===== src/rtl/scan_mux_pkg.sv =====
// -----------------------------------------------------------------------------
// scan_mux_pkg
// Shared definitions for the scan_mux block:
//   state_e - operating state of the mux (idle / manual select / auto-scan)
//   clog2   - constant-evaluable ceil(log2) used for parameter sizing checks
// -----------------------------------------------------------------------------
package scan_mux_pkg;

  typedef enum logic [1:0] {
    ST_IDLE   = 2'd0,
    ST_MANUAL = 2'd1,
    ST_SCAN   = 2'd2
  } state_e;

  function automatic int clog2(input int value);
    int res;
    int v;
    res = 0;
    v   = value - 1;
    while (v > 0) begin
      res = res + 1;
      v   = v >> 1;
    end
    return res;
  endfunction

endpackage


===== src/rtl/scan_mux_scan_ptr.sv =====
// -----------------------------------------------------------------------------
// scan_ptr
// Scan pointer with programmable dwell. Holds each channel index for DWELL
// enabled cycles, then steps to the next channel, wrapping CHANNELS-1 -> 0.
//
// Ports:
//   clk         system clock
//   reset       asynchronous active-high reset
//   advance_en  count/advance this cycle (scan state active)
//   restart     treat the pointer and dwell counter as zero this cycle
//   ptr         channel index to sample this cycle
//   wrap        high on the first cycle that samples channel 0 after a wrap
// -----------------------------------------------------------------------------
module scan_ptr
  import scan_mux_pkg::*;
#(
  parameter int CHANNELS = 4,
  parameter int SEL_W    = 2,
  parameter int DWELL    = 4
) (
  input  logic             clk,
  input  logic             reset,
  input  logic             advance_en,
  input  logic             restart,
  output logic [SEL_W-1:0] ptr,
  output logic             wrap
);

  localparam int DCNT_W = (clog2(DWELL) < 1) ? 1 : clog2(DWELL);
  localparam logic [SEL_W-1:0]  PTR_LAST  = SEL_W'(CHANNELS - 1);
  localparam logic [DCNT_W-1:0] DCNT_LAST = DCNT_W'(DWELL - 1);

  logic [SEL_W-1:0]  ptr_q, ptr_d, ptr_eff;
  logic [DCNT_W-1:0] dcnt_q, dcnt_d, dcnt_eff;
  logic              wrap_q, wrap_d;

  // A restart makes this cycle behave as channel 0 / dwell 0, so the first
  // sample after entering scan is channel 0 and it still gets a full dwell.
  always_comb begin
    ptr_eff  = restart ? '0 : ptr_q;
    dcnt_eff = restart ? '0 : dcnt_q;
    ptr_d    = ptr_q;
    dcnt_d   = dcnt_q;
    wrap_d   = wrap_q;
    if (advance_en) begin
      wrap_d = 1'b0;
      ptr_d  = ptr_eff;
      if (dcnt_eff == DCNT_LAST) begin
        dcnt_d = '0;
        if (ptr_eff == PTR_LAST) begin
          ptr_d  = '0;
          wrap_d = 1'b1;
        end else begin
          ptr_d = ptr_eff + SEL_W'(1);
        end
      end else begin
        dcnt_d = dcnt_eff + DCNT_W'(1);
      end
    end
  end

  always_ff @(posedge clk or posedge reset) begin
    if (reset) begin
      ptr_q  <= '0;
      dcnt_q <= '0;
      wrap_q <= 1'b0;
    end else begin
      ptr_q  <= ptr_d;
      dcnt_q <= dcnt_d;
      wrap_q <= wrap_d;
    end
  end

  assign ptr = ptr_eff;
  // wrap_q is held through idle so a resumed scan still flags its first ch0.
  assign wrap = wrap_q && !restart;

endmodule


===== src/rtl/scan_mux.sv =====
// -----------------------------------------------------------------------------
// scan_mux
// Registered CHANNELS:1 multiplexer of WIDTH-bit lanes with manual addressed
// selection or auto-scan (each channel held for DWELL cycles).
//
// Ports:
//   clk        system clock
//   reset      asynchronous active-high reset
//   en         enable; low freezes all state (outputs invalid)
//   mode       0 = manual (address by sel), 1 = auto-scan
//   sel        manual channel address
//   in_flat    channel k at bits [k*WIDTH +: WIDTH]
//   out        registered selected data
//   out_sel    channel index that produced out
//   out_valid  out/out_sel updated with legal data this cycle
//   wrap       pulse on the first sample of channel 0 after a scan wrap
// -----------------------------------------------------------------------------
module scan_mux
  import scan_mux_pkg::*;
#(
  parameter int WIDTH    = 8,
  parameter int CHANNELS = 4,
  parameter int SEL_W    = 2,
  parameter int DWELL    = 4
) (
  input  logic                      clk,
  input  logic                      reset,
  input  logic                      en,
  input  logic                      mode,
  input  logic [SEL_W-1:0]          sel,
  input  logic [CHANNELS*WIDTH-1:0] in_flat,
  output logic [WIDTH-1:0]          out,
  output logic [SEL_W-1:0]          out_sel,
  output logic                      out_valid,
  output logic                      wrap
);

  if (SEL_W != clog2(CHANNELS)) begin : g_bad_sel_w
    $error("scan_mux: SEL_W must equal clog2(CHANNELS)");
  end
  if (CHANNELS < 2) begin : g_bad_channels
    $error("scan_mux: CHANNELS must be at least 2");
  end
  if (DWELL < 1) begin : g_bad_dwell
    $error("scan_mux: DWELL must be at least 1");
  end

  state_e state_q, state_d;
  logic   scan_hist_q, scan_hist_d;
  logic   restart;

  logic [WIDTH-1:0] ch [CHANNELS];
  logic [SEL_W-1:0] ptr;
  logic             ptr_wrap;
  logic             sel_ok;
  logic [WIDTH-1:0] sel_data, ptr_data;

  logic [WIDTH-1:0] out_q, out_d;
  logic [SEL_W-1:0] out_sel_q, out_sel_d;
  logic             valid_q, valid_d;
  logic             wrap_q, wrap_d;

  for (genvar k = 0; k < CHANNELS; k++) begin : g_ch
    assign ch[k] = in_flat[k*WIDTH +: WIDTH];
  end

  always_comb begin
    state_d = ST_IDLE;
    if (en) begin
      state_d = mode ? ST_SCAN : ST_MANUAL;
    end
  end

  // scan_hist remembers the last active state across idle, so an en drop
  // during scan resumes mid-dwell while a manual episode forces a restart.
  always_comb begin
    scan_hist_d = scan_hist_q;
    if (state_d == ST_SCAN) begin
      scan_hist_d = 1'b1;
    end else if (state_d == ST_MANUAL) begin
      scan_hist_d = 1'b0;
    end
  end

  assign restart = (state_d == ST_SCAN) && (state_q != ST_SCAN) && !scan_hist_q;

  always_ff @(posedge clk or posedge reset) begin
    if (reset) begin
      state_q     <= ST_IDLE;
      scan_hist_q <= 1'b0;
    end else begin
      state_q     <= state_d;
      scan_hist_q <= scan_hist_d;
    end
  end

  scan_ptr #(
    .CHANNELS (CHANNELS),
    .SEL_W    (SEL_W),
    .DWELL    (DWELL)
  ) u_scan_ptr (
    .clk        (clk),
    .reset      (reset),
    .advance_en (state_d == ST_SCAN),
    .restart    (restart),
    .ptr        (ptr),
    .wrap       (ptr_wrap)
  );

  // Loop-based selection: an out-of-range sel matches no channel, which is
  // how illegal addresses are detected for non-power-of-2 CHANNELS.
  always_comb begin
    sel_ok   = 1'b0;
    sel_data = '0;
    ptr_data = '0;
    for (int k = 0; k < CHANNELS; k++) begin
      if (sel == SEL_W'(k)) begin
        sel_ok   = 1'b1;
        sel_data = ch[k];
      end
      if (ptr == SEL_W'(k)) begin
        ptr_data = ch[k];
      end
    end
  end

  always_comb begin
    out_d     = out_q;
    out_sel_d = out_sel_q;
    valid_d   = 1'b0;
    wrap_d    = 1'b0;
    case (state_d)
      ST_MANUAL: begin
        if (sel_ok) begin
          out_d     = sel_data;
          out_sel_d = sel;
          valid_d   = 1'b1;
        end
      end
      ST_SCAN: begin
        out_d     = ptr_data;
        out_sel_d = ptr;
        valid_d   = 1'b1;
        wrap_d    = ptr_wrap;
      end
      default: ;
    endcase
  end

  always_ff @(posedge clk or posedge reset) begin
    if (reset) begin
      out_q     <= '0;
      out_sel_q <= '0;
      valid_q   <= 1'b0;
      wrap_q    <= 1'b0;
    end else begin
      out_q     <= out_d;
      out_sel_q <= out_sel_d;
      valid_q   <= valid_d;
      wrap_q    <= wrap_d;
    end
  end

  assign out       = out_q;
  assign out_sel   = out_sel_q;
  assign out_valid = valid_q;
  assign wrap      = wrap_q;

endmodule

===== config.mk =====
export PLATFORM = sky130hd
export DESIGN_NAME = scan_mux
export DESIGN_NICKNAME = d
export VERILOG_FILES = /design/src/rtl/scan_mux_pkg.sv /design/src/rtl/scan_mux_scan_ptr.sv /design/src/rtl/scan_mux.sv
export SDC_FILE = /design/constraint.sdc
export NUM_CORES = 1
export LEC_CHECK = 0
export BUFFER_PORTS_ARGS = -buffer_cell sky130_fd_sc_hd__buf_2
export CORE_MARGIN = 4
export CORE_UTILIZATION = 40
export DETAILED_ROUTE_END_ITERATION = 10
export PLACE_DENSITY = 0.67
export SLEW_MARGIN = 25
export SYNTH_ARGS = -nofsm -noshare
export SYNTH_HDL_FRONTEND = slang
export SYNTH_SLANG_ARGS = --single-unit

===== constraint.sdc =====
create_clock -name clk -period 4.51 [get_ports clk]
set_input_delay 0.2255 -clock clk [delete_from_list [all_inputs] [get_ports clk]]
set_output_delay 0.2255 -clock clk [all_outputs]
set_load 0.05 [all_outputs]

==> PnR_summary.wiki, run 1 <==
{| class="wikitable"
! Metric !! Value
|-
| Startpoint of the most critical register-to-register path || state_q[0]
|-
| Via count of the first global-routing pass || 1105
|-
| Post-synthesis share of cell area spent on xor and xnor gates || 0.00654
|-
| Top FF cell, synth || sky130_fd_sc_hd__dfrtp_1
|-
| Element type at the critical path end || flip-flop
|-
| Final net count || ~210
|-
| Setup TNS || 0 ns
|-
| Number of synthesized register bits || 20
|-
| Worst setup slack after placement || 2.00 ns
|-
| Die width || 65.9 µm
|-
| Simple-gate share of the synthesized area || 0.150
|-
| Worst EP required || 4.75 ns
|-
| Worst-Skew Late Latency || 0.31 ns
|-
| Fin util || 0.521
|-
| Dominant combinational cell family by area after synthesis || compound AO/OA/AOI/OAI gates
|-
| Cell count after synthesis || 124
|-
| Most frequent standard cell in the layout excluding fill and tap cells || sky130_fd_sc_hd__buf_2
|-
| Capture instance of the worst register-to-register path || out[1]
|-
| GRT Resource Usage Total || 0.168
|-
| Result of the run || finished clean
|-
| CTS Buf Count || 3
|-
| Worst hold slack || around 0.044 ns
|-
| Remaining global-route overflow || 0
|-
| Number of setup buffers added after CTS || 0
|-
| Yosys synthesis warning count || 0
|-
| First-pass GRT wire length || approximately 5400 µm
|-
| Vias per inst || 5.67
|-
| Post-layout instance area || roughly 1600 µm²
|-
| DIE HEIGHT || 65.9 µm
|-
| Reported leakage power || about 0.74 nW
|-
| Highest clock frequency the design can meet || 0.435 GHz
|-
| RSZ-0062 raised after global routing || no
|-
| Transition time of the tightest slew-check pin || 0.800 ns
|-
| Mux cell area share after synthesis || 0.135
|-
| Port bufs || 49
|-
| Net Count, Synth || 167
|-
| Post-synthesis sequential area ratio || 0.374
|-
| Most frequent cells in the layout || sky130_fd_sc_hd__buf_2, sky130_fd_sc_hd__dfrtp_1, sky130_fd_sc_hd__nor2b_1, sky130_fd_sc_hd__o221ai_1, sky130_fd_sc_hd__a21oi_1
|-
| Worst Setup Path Type || reg -> reg
|-
| Via count || roughly 1.2k
|-
| Clock sink total || 20
|-
| Post-DRT Antenna Nets || 0
|-
| Data arrival time of the critical path || 2.54 ns
|-
| Detailed Route WL || around 3500 µm
|-
| Class of the tightest hold or removal check || in -> async
|-
| Headroom to the max-slew limit || 0.466
|-
| I/O pin cnt || 50
|-
| Number of library cell types mapped by synthesis || 31
|-
| Number of max-cap violations || 0
|-
| Starting DRC count in detailed routing || 112
|-
| DR pass1 iterations || 4
|-
| Final min period || 2.30 ns
|-
| Diodes inserted || 0
|-
| Setup violations, final || 0
|-
| R2R depth || 7
|-
| VDD IR max || 0.000171 V
|-
| Initial antenna violation count || 0
|-
| Pwr dens || roughly 460 nW/µm²
|-
| Worst setup SP type || flip-flop
|-
| Worst-path maximum fanout || 10
|-
| Number of synthesized flops with an enable pin || 0
|-
| Area of the die || 4340 µm²
|-
| Post-route setup slack || 2.21 ns
|-
| HPWL Detailed || 2600 µm
|-
| Buffer depth of the longest clock path || 2
|-
| Placement-stage cell area || between 1500 and 2000 µm²
|-
| Worst clock skew || just under 0.004 ns
|-
| Final max-slew violation count || 0
|-
| # H-tree levels || 1
|-
| Detail-routed net length per standard cell || approximately 16 µm
|-
| Signed area change from the synthesized netlist to the final layout || 21.8%
|-
| Reg2Reg Setup Slack || ~2.2 ns
|-
| Compound-cell area share of the yosys netlist || 0.224
|-
| Initial Utilization || 0.428
|-
| Number of hold buffers added after cts || 0
|-
| Fraction of layout cells with a size suffix above 1 || 0.395
|-
| CTS tree || built
|-
| Placement row count || 20
|-
| Tcrit/Tclk final || 0.510
|-
| Cell area after synthesis || 1340 µm²
|-
| Hold Fails Final Rpt || 0
|-
| Clock root cell || sky130_fd_sc_hd__clkbuf_4
|-
| Final routed DRC violation total || 0
|-
| Synth async-reset ratio || 1.00
|-
| Resize count post-CTS || 0
|-
| Post-Synth Adder-Cell Area || 0.0467
|-
| Area of the placeable core || 3130 µm²
|-
| Largest net degree at the start of global routing || 21
|-
| Clock-pin slew on the worst setup and hold paths || 0.12 ns
|-
| Synthesized area divided by synthesized cell count || 10.8 µm²
|-
| Placer congestion estimate || roughly 0.8
|}
## critical path: stages (launching register included)
cell,delay [ns]
sky130_fd_sc_hd__dfrtp_1,0.38
sky130_fd_sc_hd__nor2b_1,0.45
sky130_fd_sc_hd__nor3_4,0.10
sky130_fd_sc_hd__nand2b_1,0.19
sky130_fd_sc_hd__ha_1,0.32
sky130_fd_sc_hd__nor2b_1,0.48
sky130_fd_sc_hd__a221oi_1,0.16
sky130_fd_sc_hd__o21ai_1,0.15
## per-stage QoR
| step | power, mW | instances |
|---|---|---|
| after CTS | 0.753 | 211 |
| after global placement | 0.597 | 207 |
| after detailed placement | 0.604 | 207 |
| after global routing | 0.801 | 211 |
| after floorplan | 0.519 | 124 |
| final | 0.749 | 211 |
## how the worst max path moves through the flow
stage               start  endpoint  slack (ns)  cells after the start
6_report       state_q[0]    out[1]        2.21                      7
5_1_grt        state_q[0]    out[1]        1.97                      7
4_1_cts        state_q[0]    out[1]        2.20                      7
3_5_place_dp           en    out[1]        2.00                      8
3_3_place_gp           en    out[1]        2.18                      8
2_1_floorplan  state_q[1]    out[0]        2.57                      8
## cell usage after synthesis (2+ instances only)
cell	n	area share
sky130_fd_sc_hd__o221ai_1	9	0.059
sky130_fd_sc_hd__and2b_1	2	0.011
sky130_fd_sc_hd__a21oi_1	9	0.034
sky130_fd_sc_hd__nand2b_1	4	0.019
sky130_fd_sc_hd__buf_6	3	0.025
sky130_fd_sc_hd__inv_1	5	0.014
sky130_fd_sc_hd__nand2_1	6	0.017
sky130_fd_sc_hd__nor2b_1	13	0.061
sky130_fd_sc_hd__o21ai_0	3	0.011
sky130_fd_sc_hd__ha_1	5	0.047
sky130_fd_sc_hd__clkbuf_1	5	0.014
sky130_fd_sc_hd__o21ai_1	8	0.030
sky130_fd_sc_hd__a221oi_1	8	0.052
sky130_fd_sc_hd__dfrtp_1	20	0.37
sky130_fd_sc_hd__mux4_2	8	0.13
## where the power goes
part	total, mW	internal (mW)	switching, mW
registers	0.242	0.219	0.0228
clock network	0.148	0.0899	0.0585
logic	0.359	0.120	0.238
## sequential cells by signal, indices dropped and copies added (netlist names)
| signal | cells |
|---|---|
| wrap | 1 |
| u_scan_ptr.wrap_q | 1 |
| out_valid | 1 |
| scan_hist_q | 1 |
| u_scan_ptr.dcnt_q | 2 |
| state_q | 2 |
| u_scan_ptr.ptr_q | 2 |
| out | 8 |
| out_sel | 2 |
## layer usage
layer | global-route usage | wire [µm] | vias up
li1 | - | - | 562
met1 | 0.234 | 1540 | 580
met2 | 0.248 | 1650 | 48
met3 | 0.0306 | 214 | 7
met4 | 0.0881 | 76 | 0
met5 | 0 | 0 | -
## cell families (layout without fill, tap and decap cells)
group           after synthesis  in the layout
xor+xnor                      1              1
flops                        20             20
fa+ha+maj                     5              5
compound gates               42             42
buf+inv                      16             59
mux                           8              8
simple gates                 32             32
## layout make-up
cell class              count  area (µm²)
flip-flops and latches     20         500
clock buffers               3        22.5
fillers                   289        1500
multi-input cells          88         752
inverters                   6        25.0
repair buffers             49         245
well taps                  44        55.1
clock inverters             1        30.0
Note: power is estimated with default switching activity, not from simulation.
==> inputs of run 2 (changes only) <==
==> constraint.sdc (replaced) <==
create_clock -name clk -period 2.36 [get_ports clk]
set_input_delay 0.118 -clock clk [delete_from_list [all_inputs] [get_ports clk]]
set_output_delay 0.118 -clock clk [all_outputs]
set_load 0.05 [all_outputs]
==> run 2 against run 1 <==
  * Global-route usage rose by 0.25 points
  * Wire length up 2.2%
  * Critical path depth unchanged
  * Clock power is 97% higher
  * Non-clock buffer count grew 3
  * First-iteration DRC count down 39%
  * Sequential cell count unchanged
  * Die area stayed put
  * Clock skew is 0.0018 ns lower
  * Hold slack improved by 0.047 ns
  * Core utilization increased by 0.80 points
  * Critical path type unchanged
  * Critical endpoint unchanged
  * Largest power group unchanged
==> PnR_summary.wiki, run 2 (synthesized netlist as in run 1, its figures left out) <==
{| class="wikitable"
! Metric !! Value
|-
| Result of the run || finished clean
|-
| VDD IR max || 0.000352 V (+110%)
|-
| Placer congestion estimate || 0.827 (+3.7%)
|-
| Sequential share of power || 0.319 (-0.004)
|-
| Placement-stage cell area || 1590 µm² (+0.95%)
|-
| Worst EP required || 2.60 ns (-2.15 ns)
|-
| Number of setup buffers added after CTS || 0 (unchanged)
|-
| GRT Resource Usage Total || 0.171 (+0.00247)
|-
| Final min period || 2.21 ns (-0.0852 ns)
|-
| Die width || 65.9 µm (unchanged)
|-
| Diodes inserted || 0 (unchanged)
|-
| Worst-path maximum fanout || 7 (-3)
|-
| Kind of cell adding the most delay to the critical path || simple AND/OR/NAND/NOR gates
|-
| Final routed DRC violation total || 0 (unchanged)
|-
| Resize count post-CTS || 0 (unchanged)
|-
| Vias per inst || 5.49 (-3.3%)
|-
| Internal power consumption || 0.825 mW (+92%)
|-
| Area of the placeable core || 3130 µm² (unchanged)
|-
| CP max stage cell || sky130_fd_sc_hd__nor2b_1
|-
| Class of the tightest hold or removal check || in -> reg
|-
| HPWL Detailed || 2680 µm (+3.2%)
|-
| Net load switching power || 0.622 mW (+95%)
|-
| Max incr delay on CP || 0.47 ns (about the same)
|-
| Area of the die || 4340 µm² (unchanged)
|-
| Final max-slew violation count || 0 (unchanged)
|-
| Starting DRC count in detailed routing || 68 (-39%)
|-
| Register area || 500 µm² (unchanged)
|-
| Element type at the critical path end || flip-flop
|-
| Worst setup SP type || flip-flop
|-
| Placement row count || 20 (unchanged)
|-
| Tcrit/Tclk final || 0.938 (+0.428)
|-
| Detail-routed net length per standard cell || 16.6 µm (+0.81%)
|-
| Switching power as a share of total power || 0.430 (+0.00318)
|-
| Via count of the first global-routing pass || 1125 (+1.8%)
|-
| Post-layout instance area || 1660 µm² (+1.5%)
|-
| # H-tree levels || 1 (unchanged)
|-
| Hold Fails Final Rpt || 0 (unchanged)
|-
| Detailed Route WL || 3560 µm (+2.2%)
|-
| Highest clock frequency the design can meet || 0.452 GHz (+3.8%)
|-
| Post-DRT Antenna Nets || 0 (unchanged)
|-
| Max reg flops || 8 (unchanged)
|-
| Clock sink total || 20 (unchanged)
|-
| Initial Utilization || 0.428 (unchanged)
|-
| Most frequent standard cell in the layout excluding fill and tap cells || sky130_fd_sc_hd__buf_2
|-
| DIE HEIGHT || 65.9 µm (unchanged)
|-
| Number of fill cells in the layout || 295 (+2.1%)
|-
| Number of max-cap violations || 0 (unchanged)
|-
| Number of buffers and inverters on the critical path || 0 (unchanged)
|-
| Port bufs || 49 (unchanged)
|-
| Remaining global-route overflow || 0 (unchanged)
|-
| Worst-Skew Late Latency || 0.32 ns (about the same)
|-
| Sequence of cells on the critical path || nor2b_1 > nor3_4 > nand2b_1 > ha_1 > nor2b_1 > a221oi_1 > o21ai_1
|-
| Final net count || 214 (+1.4%)
|-
| RSZ-0062 raised after global routing || no
|-
| Largest net degree at the start of global routing || 21 (unchanged)
|-
| CTS Buf Count || 3 (unchanged)
|-
| Clock-pin slew on the worst setup and hold paths || 0.12 ns (about the same)
|-
| CTS tree || built
|-
| Clock Power Share || 0.201 (+0.003)
|-
| Fraction of layout cells with a size suffix above 1 || 0.400 (+0.00479)
|-
| Setup violations, final || 0 (unchanged)
|-
| Transition time of the tightest slew-check pin || 0.771 ns (-0.0297 ns)
|-
| Multi-input gate area || 752 µm² (unchanged)
|-
| Signed area change from the synthesized netlist to the final layout || 23.6%
|-
| I/O pin cnt || 50 (unchanged)
|-
| Proportion of power drawn by combinational gates || 0.480 (about the same)
|-
| Setup TNS || 0 ns (unchanged)
|-
| Pwr dens || 874 nW/µm² (+90%)
|-
| Buffer depth of the longest clock path || 2 (unchanged)
|-
| Data arrival time of the critical path || 2.46 ns (-0.08 ns)
|-
| Initial antenna violation count || 0 (unchanged)
|-
| Clock root cell || sky130_fd_sc_hd__clkbuf_4
|-
| Via count || 1174 (-1.9%)
|-
| First-pass GRT wire length || 5440 µm (unchanged)
|-
| Most frequent cells in the layout || sky130_fd_sc_hd__buf_2, sky130_fd_sc_hd__dfrtp_1, sky130_fd_sc_hd__nor2b_1, sky130_fd_sc_hd__o221ai_1, sky130_fd_sc_hd__a21oi_1
|-
| Headroom to the max-slew limit || 0.486 (+0.0198)
|-
| Most frequent CP cell || sky130_fd_sc_hd__nor2b_1
|-
| DR pass1 iterations || 5 (+1)
|-
| Worst clock skew || 0.00217 ns (-0.00180 ns)
|-
| Reported leakage power || 0.752 nW (+1.9%)
|-
| Worst Setup Path Type || reg -> reg
|}
-- run 2: cell count changes in the layout (fill, tap and decap cells not counted) --
cell	previous run	this run
sky130_fd_sc_hd__buf_4	0	2
sky130_fd_sc_hd__dlygate4sd3_1	0	1
-- run 2: per-stage QoR --
step | hold WS [ns] | std cells | util | setup slack [ns] | power, mW
2_1_floorplan | 0.0818 | 124 | - | 0.424 | 0.992
3_3_place_gp | 0.294 | 209 | 0.509 | 0.301 | 1.15
3_5_place_dp | 0.317 | 209 | 0.509 | 0.227 | 1.16
4_1_cts | 0.0929 | 214 | 0.529 | 0.206 | 1.45
5_1_grt | 0.108 | 214 | 0.529 | 0.0308 | 1.54
6_report | 0.0912 | 214 | 0.529 | 0.146 | 1.45
-- run 2: final timing paths --
check                                  endpoint  slack, ns  cells after the start                 start
hold reg to reg            u_scan_ptr.dcnt_q[1]       0.49                      2  u_scan_ptr.dcnt_q[1]
setup / recovery                         out[1]       0.15                      7            state_q[0]
min in group asynchronous            out_sel[1]       0.47                      3                 reset
setup reg to reg                         out[1]       0.15                      7            state_q[0]
hold / removal                           out[6]       0.09                      3            in_flat[6]
max in group asynchronous                out[6]       1.42                      3                 reset
-- run 2: layout make-up --
class,count,share of cell area
Inverter,6,0.0151
Clock buffer,3,0.0136
Tap cell,44,0.0333
Clock inverter,1,0.0181
Sequential cell,20,0.302
Timing Repair Buffer,52,0.163
Multi-Input combinational cell,88,0.454
-- run 2: power groups by stage --
stage / registers [mW] / clock network (mW) / logic [mW]
final: 0.462 / 0.291 / 0.695
after global routing: 0.477 / 0.316 / 0.748
after CTS: 0.462 / 0.294 / 0.695
after detailed placement: 0.468 / 0 / 0.693
after global placement: 0.467 / 0 / 0.680
after floorplan: 0.646 / 0 / 0.346
-- run 2: worst register-to-register path, delay by kind of cell, from the launching register on --
family	cells	cell delay, ns
AOI/OAI and AO/OA	2	0.35
and+or+nand+nor	4	1.16
DFF	1	0.39
adders and majority gates	1	0.23
-- run 2: routing by layer --
| layer | global-route usage | vias to the layer above | wire [µm] |
|---|---|---|---|
| li1 | - | 571 | - |
| met5 | 0 | - | 0 |
| met1 | 0.215 | 553 | 1500 |
| met2 | 0.270 | 42 | 1740 |
| met4 | 0.106 | 0 | 112 |
| met3 | 0.0306 | 8 | 207 |
-- run 2: what timing repair did --
| action | 4_1_cts | 5_1_grt |
|---|---|---|
| endpoints found under the setup margin | 0 | 0 |
| endpoints found under the hold margin | 20 | 0 |
| hold buffers | 1 | 0 |
